<file path="config.mk">
export PLATFORM = sky130hd
export DESIGN_NAME = truth_table_scanner
export DESIGN_NICKNAME = d
export VERILOG_FILES = /design/src/rtl/tt_scan_pkg.sv /design/src/rtl/settle_timer.sv /design/src/rtl/truth_table_scanner.sv
export SDC_FILE = /design/constraint.sdc
export NUM_CORES = 1
export LEC_CHECK = 0
export CORE_UTILIZATION = 55
export CTS_BUF_LIST = sky130_fd_sc_hd__clkbuf_8
export CTS_CLUSTER_SIZE = 20
export DETAILED_ROUTE_END_ITERATION = 8
export MAX_ROUTING_LAYER = met4
export PLACE_DENSITY = 0.82
export SETUP_SLACK_MARGIN = 0.05
export SYNTH_ARGS = -nofsm -noshare
export SYNTH_HDL_FRONTEND = slang
export SYNTH_SLANG_ARGS = --single-unit
</file>
<file path="constraint.sdc">
create_clock -name clk -period 4.65 [get_ports clk]
set_clock_uncertainty 0.2 [all_clocks]
set_input_delay 0.93 -clock clk [delete_from_list [all_inputs] [get_ports clk]]
set_output_delay 0.93 -clock clk [all_outputs]
set_load 0.02 [all_outputs]
</file>
<file path="src/rtl/tt_scan_pkg.sv">
// Shared definitions for the truth-table scanner.
//   N_IN    : number of inputs of the function block under scan
//   TT_W    : truth-table width (2**N_IN)
//   *_ENC   : state encodings used by the scanner FSM
//   state_t : FSM state type built on those encodings
package tt_scan_pkg;

    localparam int unsigned N_IN = 3;
    localparam int unsigned TT_W = 8;

    localparam logic [1:0] IDLE_ENC   = 2'd0;
    localparam logic [1:0] DRIVE_ENC  = 2'd1;
    localparam logic [1:0] SAMPLE_ENC = 2'd2;
    localparam logic [1:0] DONE_ENC   = 2'd3;

    typedef enum logic [1:0] {
        IDLE   = IDLE_ENC,
        DRIVE  = DRIVE_ENC,
        SAMPLE = SAMPLE_ENC,
        DONE   = DONE_ENC
    } state_t;

endpackage

</file>
<file path="src/rtl/settle_timer.sv">
// Dwell timer for the DRIVE state of the truth-table scanner.
//   clk     : rising-edge clock
//   reset   : synchronous active-high reset, clears the count
//   clear   : returns the count to 0 (held while not dwelling)
//   enable  : advances the count by one per cycle
//   expired : high in the last cycle of the dwell (count == SETTLE_CYCLES-1)
module settle_timer #(
    parameter int unsigned SETTLE_CYCLES = 1
) (
    input  logic clk,
    input  logic reset,
    input  logic clear,
    input  logic enable,
    output logic expired
);

    localparam logic [3:0] LAST = 4'(SETTLE_CYCLES - 1);

    logic [3:0] count;

    always_ff @(posedge clk) begin
        if (reset) begin
            count <= '0;
        end else if (clear) begin
            count <= '0;
        end else if (enable) begin
            count <= count + 4'd1;
        end
    end

    assign expired = enable && (count == LAST);

endmodule

</file>
<file path="src/rtl/truth_table_scanner.sv">
// Stimulus-and-capture harness around a 3-input combinational function.
// Walks {x,y,z} through 0..7, samples f_in after SETTLE_CYCLES of dwell
// per index, builds an 8-bit truth table and compares it against EXPECTED.
//   clk, reset   : clock and synchronous active-high reset
//   start        : scan request, accepted only in IDLE
//   f_in         : output of the function block under scan
//   x, y, z      : function inputs, {x,y,z} = current index
//   busy         : high while driving/sampling
//   done         : one-cycle pulse when the scan completes
//   table_out    : captured truth table, bit i = F at index i
//   match        : table_out == EXPECTED
//   mismatch_cnt : number of differing bits (0..8)
//   first_bad    : lowest differing index, 0 when none
//
// state  | meaning
// IDLE   | waiting for start; results and last index held
// DRIVE  | {x,y,z} applied, dwelling SETTLE_CYCLES cycles
// SAMPLE | f_in captured into table_out[index] on exit
// DONE   | one-cycle done pulse, compare results valid
module truth_table_scanner
    import tt_scan_pkg::*;
#(
    parameter int unsigned   SETTLE_CYCLES = 1,
    parameter logic [TT_W-1:0] EXPECTED    = 8'hAA
) (
    input  logic            clk,
    input  logic            reset,
    input  logic            start,
    input  logic            f_in,
    output logic            x,
    output logic            y,
    output logic            z,
    output logic            busy,
    output logic            done,
    output logic [TT_W-1:0] table_out,
    output logic            match,
    output logic [3:0]      mismatch_cnt,
    output logic [2:0]      first_bad
);

    state_t          state;
    logic [N_IN-1:0] index;
    logic            dwell_end;

    logic [TT_W-1:0] next_table;
    logic [TT_W-1:0] diff;
    logic [3:0]      diff_cnt;
    logic [2:0]      diff_first;
    logic            diff_found;

    settle_timer #(
        .SETTLE_CYCLES(SETTLE_CYCLES)
    ) u_settle_timer (
        .clk    (clk),
        .reset  (reset),
        .clear  (state != DRIVE),
        .enable (state == DRIVE),
        .expired(dwell_end)
    );

    // The compare registers load on the SAMPLE->DONE edge, so they must see
    // the table including the bit being captured on that same edge.
    always_comb begin
        next_table        = table_out;
        next_table[index] = f_in;
    end

    assign diff = next_table ^ EXPECTED;

    always_comb begin
        diff_cnt = '0;
        for (int i = 0; i < int'(TT_W); i++) begin
            diff_cnt = diff_cnt + {3'b000, diff[i]};
        end
    end

    always_comb begin
        diff_first = '0;
        diff_found = 1'b0;
        for (int i = 0; i < int'(TT_W); i++) begin
            if (diff[i] && !diff_found) begin
                diff_first = 3'(i);
                diff_found = 1'b1;
            end
        end
    end

    always_ff @(posedge clk) begin
        if (reset) begin
            state        <= IDLE;
            index        <= '0;
            x            <= 1'b0;
            y            <= 1'b0;
            z            <= 1'b0;
            busy         <= 1'b0;
            done         <= 1'b0;
            table_out    <= '0;
            match        <= 1'b0;
            mismatch_cnt <= '0;
            first_bad    <= '0;
        end else begin
            done <= 1'b0;
            case (state)
                IDLE: begin
                    if (start) begin
                        state        <= DRIVE;
                        index        <= '0;
                        {x, y, z}    <= 3'b000;
                        busy         <= 1'b1;
                        table_out    <= '0;
                        match        <= 1'b0;
                        mismatch_cnt <= '0;
                        first_bad    <= '0;
                    end
                end
                DRIVE: begin
                    if (dwell_end) begin
                        state <= SAMPLE;
                    end
                end
                SAMPLE: begin
                    table_out <= next_table;
                    if (index == 3'd7) begin
                        state        <= DONE;
                        busy         <= 1'b0;
                        done         <= 1'b1;
                        match        <= (diff == '0);
                        mismatch_cnt <= diff_cnt;
                        first_bad    <= diff_first;
                    end else begin
                        state     <= DRIVE;
                        index     <= index + 3'd1;
                        {x, y, z} <= index + 3'd1;
                    end
                end
                DONE: begin
                    state <= IDLE;
                end
                default: begin
                    state <= IDLE;
                end
            endcase
        end
    end

endmodule

</file>
Word level (Yosys, flattened, before mapping)

Cells that the tools add are included.
W data, S select, Z words.

Eq/ne operators: 9
Bitwise gates (word level): 2
Divide/modulo/power cells: 0
Reduce and logical (&&, ||, !) cells: 26
Muxes and demuxes: 44
$lt $le $gt $ge: 2
Add/sub/neg operators: 9
Shift operators: 0
$mul: 0

Operators by type and width:

| operator              | number |
|---|---|
| $mux W3               | 9 |
| $mux W1               | 17 |
| $add A4 B1 Y4         | 4 |
| $pmux W8 S2           | 1 |
| $pmux W3 S2           | 2 |
| $pmux W1 S2           | 5 |
| $logic_and A1 B1 Y1   | 9 |
| $bwmux W8             | 1 |
| $logic_not A8 Y1      | 1 |
| $mux W4               | 2 |
| $mux W8               | 1 |
| $ne A2 B2 Y1 const B  | 4 |
| $pmux W2 S4           | 1 |
| $pmux W4 S2           | 1 |
| $logic_not A1 Y1      | 7 |
| $mux W2               | 3 |
| $reduce_and A3 Y1     | 2 |
| $add A3 B1 Y4         | 1 |
| $add A4 B1 Y4 const B | 1 |
| $eq A2 B2 Y1 const B  | 2 |
| $logic_not A4 Y1      | 1 |
| $lt A3 B4 Y1 const B  | 1 |
| $not A4 Y4            | 1 |
| $reduce_and A2 Y1     | 2 |
| other kinds (12)      | 13 |

Memories: 0
Bits in latches: 0
Bits in read-only memories: 0
Output and inout bits: 21
Logic and storage cells: 104
Memory bits (writable): 0
Register bits after elaboration: 30

Depth between registers and ports, before layout

Gate-level depths: netlist of run 1.

Depth after elaboration: 29
Mapped depth: 15
Depth with buffers taken out: 14

Modules after synthesis

Synthesis of run 1 repeated with hierarchy kept, for this count alone.

Cell total of the unflattened synthesis: 186
Area total of the unflattened synthesis: 1617.8 sq um

Modules (own cells, without submodules):

| module              | area each (sq um) | instances | cells each |
|---|---|---|---|
| truth_table_scanner | 1376.3            | 1         | 165 |
| settle_timer        | 241.5             | 1         | 21 |

Worst setup path after synthesis of run 1

OpenSTA, ideal clock, no wires.

Path type: in2reg
Start: input port f_in
End: register mismatch_cnt[1]
Slack: 0.523 ns
Arrival time: 3.862 ns
Data required time: 4.385 ns
Cell stages on the path: 13
Cell sequence: clkbuf_1 > mux2_2 > inv_1 > fa_1 > fa_1 > fa_1 > inv_1 > ha_1 > inv_1 > fa_1 > nor3_1 > a21oi_1 > nor2_1

Word-level cells in the longest chain between the ends: 11

RTL lines:

| item                       | line                       | source |
|---|---|---|
| from (decl)                | truth_table_scanner.sv:29  | `input logic f_in,` |
| $bwmux W8 *                | truth_table_scanner.sv:65  | `next_table[index] = f_in;` |
| $not A4 Y4 (no line)       | n/a                        |  |
| $add A1 B1 Y2              | truth_table_scanner.sv:73  | `diff_cnt = diff_cnt + {3'b000, diff[i]};` |
| $add A2 B1 Y3              | truth_table_scanner.sv:73  |  |
| $add A3 B1 Y4              | truth_table_scanner.sv:73  |  |
| $add A4 B1 Y4 (3 in a row) | truth_table_scanner.sv:73  |  |
| $add A4 B1 Y4 *            | truth_table_scanner.sv:73  |  |
| $mux W4 *                  | truth_table_scanner.sv:123 | `if (index == 3'd7) begin` |
| $pmux W4 S2 *              | truth_table_scanner.sv:103 | `case (state)` |
| to (signal assigned)       | truth_table_scanner.sv:128 | `mismatch_cnt <= diff_cnt;` |
| to (decl)                  | truth_table_scanner.sv:37  | `output logic [3:0] mismatch_cnt,` |

Every way passes the cells marked *; elsewhere a longest branch is shown, timed or not. The select of a mux whose other input is x is not followed.
A chain may end at the register's enable or synchronous reset.

Worst setup path in the final report of run 1

Start: input port f_in
End: register mismatch_cnt[2]

Same word-level chain as after synthesis.

==> summary.md, run 1 <==
| Metric | Value |
|---|---|
| Status | `finished clean` |
| Post-CTS Setup Bufs | `0` |
| Placed insts | `233` |
| Slew HR | `44.88%` |
| Vias in the first global route | `1309` |
| First-pass GRT wire length | `6.223 mm` |
| First DRT Iteration DRCs | `67` |
| Simple-gate share of the synthesized area | `25.10%` |
| Critical path buffers and inverters | `4` |
| Crit path max fanout | `4` |
| RR Startpoint | `index[1]` |
| DR pass1 iterations | `4` |
| CP startpoint | `f_in` |
| Hold Violations, Final | `0` |
| Max Cap Viol | `0` |
| Dominant synthesized flop cell | `dfxtp_1` |
| Port Buffers | `24` |
| Max Root-Sink Buffers | `2` |
| Finish-stage setup viols | `0` |
| Final WL | `3.777 mm` |
| Global route overflow | `0` |
| DR WL/cell | `15.94 um` |
| Synth Area in Adders | `10.75%` |
| # rows | `18` |
| Synth Register Bits | `27` |
| RSZ-0062 raised after global routing | `no` |
| XOR/XNOR Fraction of Synth Area | `1.684%` |
| Die X | `55.26 um` |
| P per Cell Area | `221.1 mW/mm^2` |
| I/O Pins | `25` |
| Fmax | `0.2310 GHz` |
| Worst Setup End Kind | `flop` |
| Critical path destination | `mismatch_cnt[2]` |
| RD Place Congestion | `0.8732` |
| Starting Density | `60.77%` |
| Post-synth EDFFs | `0` |
| Cells after Synth | `180` |
| Setup TNS | `0 ns` |
| Resize count post-CTS | `0` |
| Reg2reg end | `mismatch_cnt[2]` |
| Fin crit period | `4.328 ns` |
| CTS Hold Bufs | `0` |
| Final net count | `223` |
| Syn Area/Cell | `8.668 sq um` |
| Sink Count | `27` |
| CP cell instances | `clkdlybuf4s50_1 > mux2_2 > inv_1 > fa_1 > fa_1 > fa_1 > inv_1 > ha_1 > inv_1 > fa_1 > xor2_1 > nor3_1 > a21oi_1 > nor2_1` |
| Antenna violations before repair | `0` |
| Post-route ant nets | `0` |
| HP Class | `flop to flop` |
| Gr usage total | `26.35%` |
| Peak supply drop | `0.2384 mV` |
| Worst r2r path cells | `13` |
| Area share of the largest cell type after synthesis | `34.64%` |
| CP max stage delay | `0.57 ns` |
| Final Core Density | `74.03%` |
| H-Tree Depth | `1` |
| Netlist Area Pre-Place | `0.001560 sq mm` |
| CTS tree | `built` |
| Stages on worst setup path | `14` |
| Area leader, netlist | `dfxtp_1` |
| Layout overhead on the synthesized area | `21.81%` |
| Syn nets | `195` |
| Final std cells w/o fill | `237` |
| Seq/Total Area, Yosys | `34.64%` |
| CTS root buf | `clkbuf_8` |
| Main combinational cell family by area after synthesis | `simple AND/OR/NAND/NOR gates` |
| Yosys warnings | `0` |
| R2r setup slk | `0.75 ns` |
| Drc violations | `0` |
| Pleak | `0.7616 nW` |
| CP required | `4.60 ns` |
| Vias per Instance | `5.810` |
| Worst skew pair latency | `0.28 ns` |
| Die Y | `55.26 um` |
| Cell variety after synth | `40` |
| Share of cells above drive strength 1 | `10.63%` |
| DP Wirelength | `2.792 mm` |
| CP startpoint kind | `primary input` |
| ANT cells | `0` |
| Post-synth ARST share | `0%` |
| CP max-delay cell | `fa_1` |
| Hold depth | `2` |
| DIE AREA | `0.003054 sq mm` |
| CTS clock-pin slew for the worst setup and hold paths | `0.10 ns` |
| Core ar. | `0.002567 sq mm` |
| Num CTS Buffers | `3` |
| Worst Path Arrival | `4.28 ns` |
| Pins Over Slew Limit | `0` |
| Largest net degree at the start of global routing | `25` |
| Vias | `1377` |
| Cell family with most CP delay | `adder cells` |
| Share of synthesized area spent on multiplexers | `6.816%` |
| Compound-Gate Fraction of Synth Area | `15.80%` |
| Critical path class | `primary input to flop` |
| Worst-Margin Slew | `0.8243 ns` |
| Tcrit/Tclk final | `93.08%` |
| Most frequent CP cell | `fa_1` |
| Synth top area cells | `dfxtp_1 35%, nor2_1 6.7%, ha_1 5.6%` |
-- final cells by class --
cell class,count,area (sq um)
Clock buffer,3,41.29
Clock inverter,1,5.005
Fill cell,201,666.9
Inverter,12,45.04
Multi-Input combinational cell,133,938.4
Sequential cell,27,540.5
Tap cell,30,37.54
Timing Repair Buffer,31,292.8
-- how the worst min path moves through the flow --
stage | startpoint | endpoint | slack (ns)
floorplan | u_settle_timer.count[0] | u_settle_timer.count[0] | 0.23
global placement | u_settle_timer.count[0] | u_settle_timer.count[0] | 0.24
detailed placement | match | match | 0.25
CTS | match | match | 0.26
global route | match | match | 0.28
finish | match | match | 0.26
-- report_power, final --
group	switching [W]	internal, W
combinational	0.0000269	0.0000170
sequential	0.00000352	0.000235
clock	0.0000779	0.0000603
total	0.000108	0.000312
-- cell usage in the layout (no fill, tap or decap), drive strengths merged, types with 5 or more instances in the layout --
master	count
nor2	28
dfxtp	27
clkdlybuf4s50	24
a21oi	16
inv	12
nand2	11
nor3b	8
a22oi	8
ha	7
buf	7
mux2i	5
mux2	5
-- synthesized netlist by cell type (2+ instances only) --
cell,number
o21ai_0,3
and3b_1,3
nor2_1,28
mux2i_1,5
mux2_2,5
nand2_1,11
a21oi_1,16
or3b_4,2
nor3b_1,7
dfxtp_1,27
xor2_1,2
inv_1,12
buf_2,2
ha_1,7
fa_1,4
a22oi_1,7
clkbuf_1,5
nand2b_1,2
nor3_1,4
nand3_1,2
a221o_1,2
nor2b_1,4
nand3b_1,3
-- registers in the layout, indices dropped and copies added (netlist names) --
name and count:
table_out 8, mismatch_cnt 4, u_settle_timer.count 4, first_bad 3
index 2, state 2, busy 1, done 1
match 1, x 1
-- worst min-delay path, cell delays in order, from the launching register on --
cell and delay [ns]:
dfxtp_1 0.32, nand2_1 0.05, a21oi_1 0.05
-- cells by family after synthesis --
kind of cell,Yosys count
multiplexers,10
XOR/XNOR,3
flip-flops,27
AO/OA/AOI/OAI,37
AND/OR/NAND/NOR,72
buffers and inverters,20
adder cells (fa/ha/maj),11
-- stage by stage --
step           instance area (sq um)  total power (W)  hold slack, ns  setup slack, ns
6_report                        1901        0.0004202          0.2648           0.3216
5_1_grt                         1901        0.0004361          0.2805           0.1750
4_1_cts                         1901        0.0004211          0.2628           0.3295
3_5_place_dp                    1854        0.0002866          0.2459          0.04530
3_3_place_gp                    1854        0.0002854          0.2385           0.1061
2_1_floorplan                   1560        0.0002714          0.2297           0.5229
-- per-layer routing --
metal / wire length [um] / global-route usage (%) / up-vias
met5: 0 / - / -
met4: 46 / 10.00 / 0
met3: 140 / 3.513 / 5
met2: 1829 / 42.17 / 33
met1: 1761 / 34.03 / 662
li1: - / - / 677
Power figures use the tool's default switching activity.
==> run 2: changes to the inputs <==
--- a/config.mk
+++ b/config.mk
@@ -9,6 +9,7 @@
 export CTS_BUF_LIST = sky130_fd_sc_hd__clkbuf_8
 export CTS_CLUSTER_SIZE = 20
 export DETAILED_ROUTE_END_ITERATION = 8
+export GPL_TIMING_DRIVEN = 0
 export MAX_ROUTING_LAYER = met4
 export PLACE_DENSITY = 0.82
 export SETUP_SLACK_MARGIN = 0.05
==> run 2 against run 1 <==
Compared with the run above:
- clock power fell by 4%
- non-clock buffer count rose by 1
- first-iteration DRC count fell by 19%
- worst hold slack improved by 0.0049 ns
- cell count rose by 0.42%
- register-to-register slack got worse by 0.44 ns
- global-route usage fell by 0.31 points
- clock-buffer cell count did not move
- sequential cell count did not move
- via count rose by 0.51%
- sequential share of layout area barely moved
- critical path type is now flop to flop
- largest cell class unchanged
==> summary.md, run 2 (same netlist as run 1, synthesis figures left out) <==
| Metric | Value |
|---|---|
| Status | `finished clean` |
| Min-delay src | `u_settle_timer.count[0]` |
| CTS Hold Bufs | `0 (unchanged)` |
| Num CTS Buffers | `3 (unchanged)` |
| Fmax | `0.2305 GHz (-0.24%)` |
| CP max stage delay | `0.58 ns (about the same)` |
| DP Wirelength | `2.643 mm (-5.3%)` |
| Hold depth | `1 (-1)` |
| Top reg by flops | `table_out` |
| DR pass1 iterations | `4 (unchanged)` |
| First-pass GRT wire length | `6.210 mm (-0.21%)` |
| Global route overflow | `0 (unchanged)` |
| Final net count | `224 (+0.45%)` |
| I/O Pins | `25 (unchanged)` |
| Most common cell after layout, fill and taps aside | `nor2_1` |
| # rows | `18 (unchanged)` |
| Largest net degree at the start of global routing | `15 (-40%)` |
| RD Place Congestion | `0.9767 (+12%)` |
| Crit path max fanout | `10 (+6)` |
| Post-DP Area | `0.001838 sq mm (-0.88%)` |
| RR Startpoint | `index[1]` |
| Die X | `55.26 um (unchanged)` |
| Sink Count | `27 (unchanged)` |
| Worst r2r path cells | `14 (+1)` |
| Hold Violations, Final | `0 (unchanged)` |
| Met1 usage | `34.18% (+0.15 points)` |
| DIE AREA | `0.003054 sq mm (unchanged)` |
| Starting Density | `60.77% (unchanged)` |
| Pleak | `0.7606 nW (-0.14%)` |
| Core ar. | `0.002567 sq mm (unchanged)` |
| Finish-stage setup viols | `0 (unchanged)` |
| CP cell instances | `buf_2 > nor3b_1 > mux2i_2 > fa_1 > fa_1 > fa_1 > inv_1 > ha_1 > inv_1 > fa_1 > xor2_1 > nor3_1 > a21oi_1 > nor2_1` |
| Most frequent cells in the layout | `28 x nor2_1, 27 x dfxtp_1, 23 x clkdlybuf4s50_1, 16 x a21oi_1, 13 x inv_1` |
| HP Class | `flop to flop` |
| Final Total Pwr | `0.0004162 W (-0.94%)` |
| CP startpoint kind | `flop` |
| Peak supply drop | `0.2201 mV (-7.7%)` |
| CTS tree | `built` |
| Gr usage total | `26.05% (-0.31 points)` |
| P per Cell Area | `218.7 mW/mm^2 (-1.1%)` |
| Reg2reg end | `mismatch_cnt[2]` |
| Slew HR | `53.32% (+8.4 points)` |
| CTS root buf | `clkbuf_8` |
| Max reg flops | `8 (unchanged)` |
| Layout overhead on the synthesized area | `21.97%` |
| Pins Over Slew Limit | `0 (unchanged)` |
| Setup TNS | `0 ns (unchanged)` |
| Vias | `1384 (+0.51%)` |
| Worst skew pair latency | `0.27 ns (about the same)` |
| CTS clock-pin slew for the worst setup and hold paths | `0.09 ns (about the same)` |
| Worst-Margin Slew | `0.6987 ns (-0.1255 ns)` |
| Tcrit/Tclk final | `93.31% (+0.23 points)` |
| H-Tree Depth | `1 (unchanged)` |
| Grt peak-use layer | `met2` |
| CP max-delay cell | `fa_1` |
| Die Y | `55.26 um (unchanged)` |
| Antenna violations before repair | `0 (unchanged)` |
| Max Root-Sink Buffers | `2 (unchanged)` |
| Hold Path Sink | `u_settle_timer.count[0]` |
| Vias per Instance | `5.815 (about the same)` |
| Largest regs | `table_out: 8 flops, mismatch_cnt: 4 flops, u_settle_timer.count: 4 flops` |
| Worst Path Arrival | `4.34 ns (+0.06 ns)` |
| Share of cells above drive strength 1 | `9.615% (-1.0 points)` |
| Most frequent CP cell | `fa_1` |
| R2r setup slk | `0.31 ns (-0.44 ns)` |
| Vias in the first global route | `1373 (+4.9%)` |
| CP required | `4.66 ns (+0.06 ns)` |
| First DRT Iteration DRCs | `54 (-19%)` |
| Post-route ant nets | `0 (unchanged)` |
| Post-Layout Inst Area | `0.001903 sq mm (+0.13%)` |
| DR WL/cell | `15.18 um (-4.7%)` |
| RSZ-0062 raised after global routing | `no` |
| ANT cells | `0 (unchanged)` |
| Max Cap Viol | `0 (unchanged)` |
| Critical path class | `flop to flop` |
| Grt met2 use | `41.48% (-0.69 points)` |
| Port Buffers | `24 (unchanged)` |
| Post-CTS Setup Bufs | `0 (unchanged)` |
| CP startpoint | `index[1]` |
| Drc violations | `0 (unchanged)` |
| Fin crit period | `4.339 ns (+0.01061 ns)` |
| Global Route met3 Usage | `3.513% (unchanged)` |
| Final WL | `3.614 mm (-4.3%)` |
| Worst Setup End Kind | `flop` |
[run 2: where the power goes]
part | total [W] | internal [W] | leakage (nW) | switching [W]
sequential | 0.000238 | 0.000235 | 0.218 | 0.00000388
combinational | 0.0000447 | 0.0000175 | 0.515 | 0.0000272
clock | 0.000133 | 0.0000592 | 0.0269 | 0.0000739
total | 0.000416 | 0.000311 | 0.761 | 0.000105
[run 2: layer usage]
metal	vias to the layer above	routed length (um)
li1	679	-
met1	667	1708
met2	33	1764
met3	5	98
met4	0	42
met5	-	0
[run 2: final cells by class]
type / instances / area (sq um)
tap: 30 / 37.54
fill: 201 / 664.4
sequential: 27 / 540.5
clock inverter: 1 / 3.754
inverter: 12 / 45.04
multi-input combinational: 133 / 945.9
buffer: 8 / 46.29
timing repair buffer: 24 / 242.7
clock buffer: 3 / 41.29
[run 2: critical path, delay by kind of cell (launching register included)]
family          cells  cell delay, ns
xor+xnor            1            0.15
flops               1            0.46
simple gates        3            0.61
compound gates      1            0.05
buf+inv             3            0.40
mux                 1            0.39
fa+ha+maj           5            2.02
[run 2: what timing repair did]
item | 4_1_cts | 5_1_grt
pin swaps | 0 | 0
hold endpoints to repair | 0 | 0
resized for setup | 4 | 2
setup endpoints to repair | 2 | 2
[run 2: worst max-delay path by stage]
stage                 endpoint  slack [ns]  depth (start not counted)
3_5_place_dp   mismatch_cnt[2]       -0.43                         14
2_1_floorplan  mismatch_cnt[1]        0.52                         13
5_1_grt        mismatch_cnt[1]        0.06                         13
4_1_cts        mismatch_cnt[2]        0.06                         15
3_3_place_gp   mismatch_cnt[1]       -0.34                         14
6_report       mismatch_cnt[2]        0.31                         14
[run 2: through the flow]
step           instances  setup slack (ns)  utilization, %  hold slack, ns
2_1_floorplan        180            0.5229               -          0.2297
3_3_place_gp         234           -0.3402           71.59          0.2411
3_5_place_dp         234           -0.4320           71.59          0.2524
4_1_cts              238           0.05781           73.88          0.2735
5_1_grt              238           0.06184           74.12          0.2932
6_report             238            0.3109           74.12          0.2697
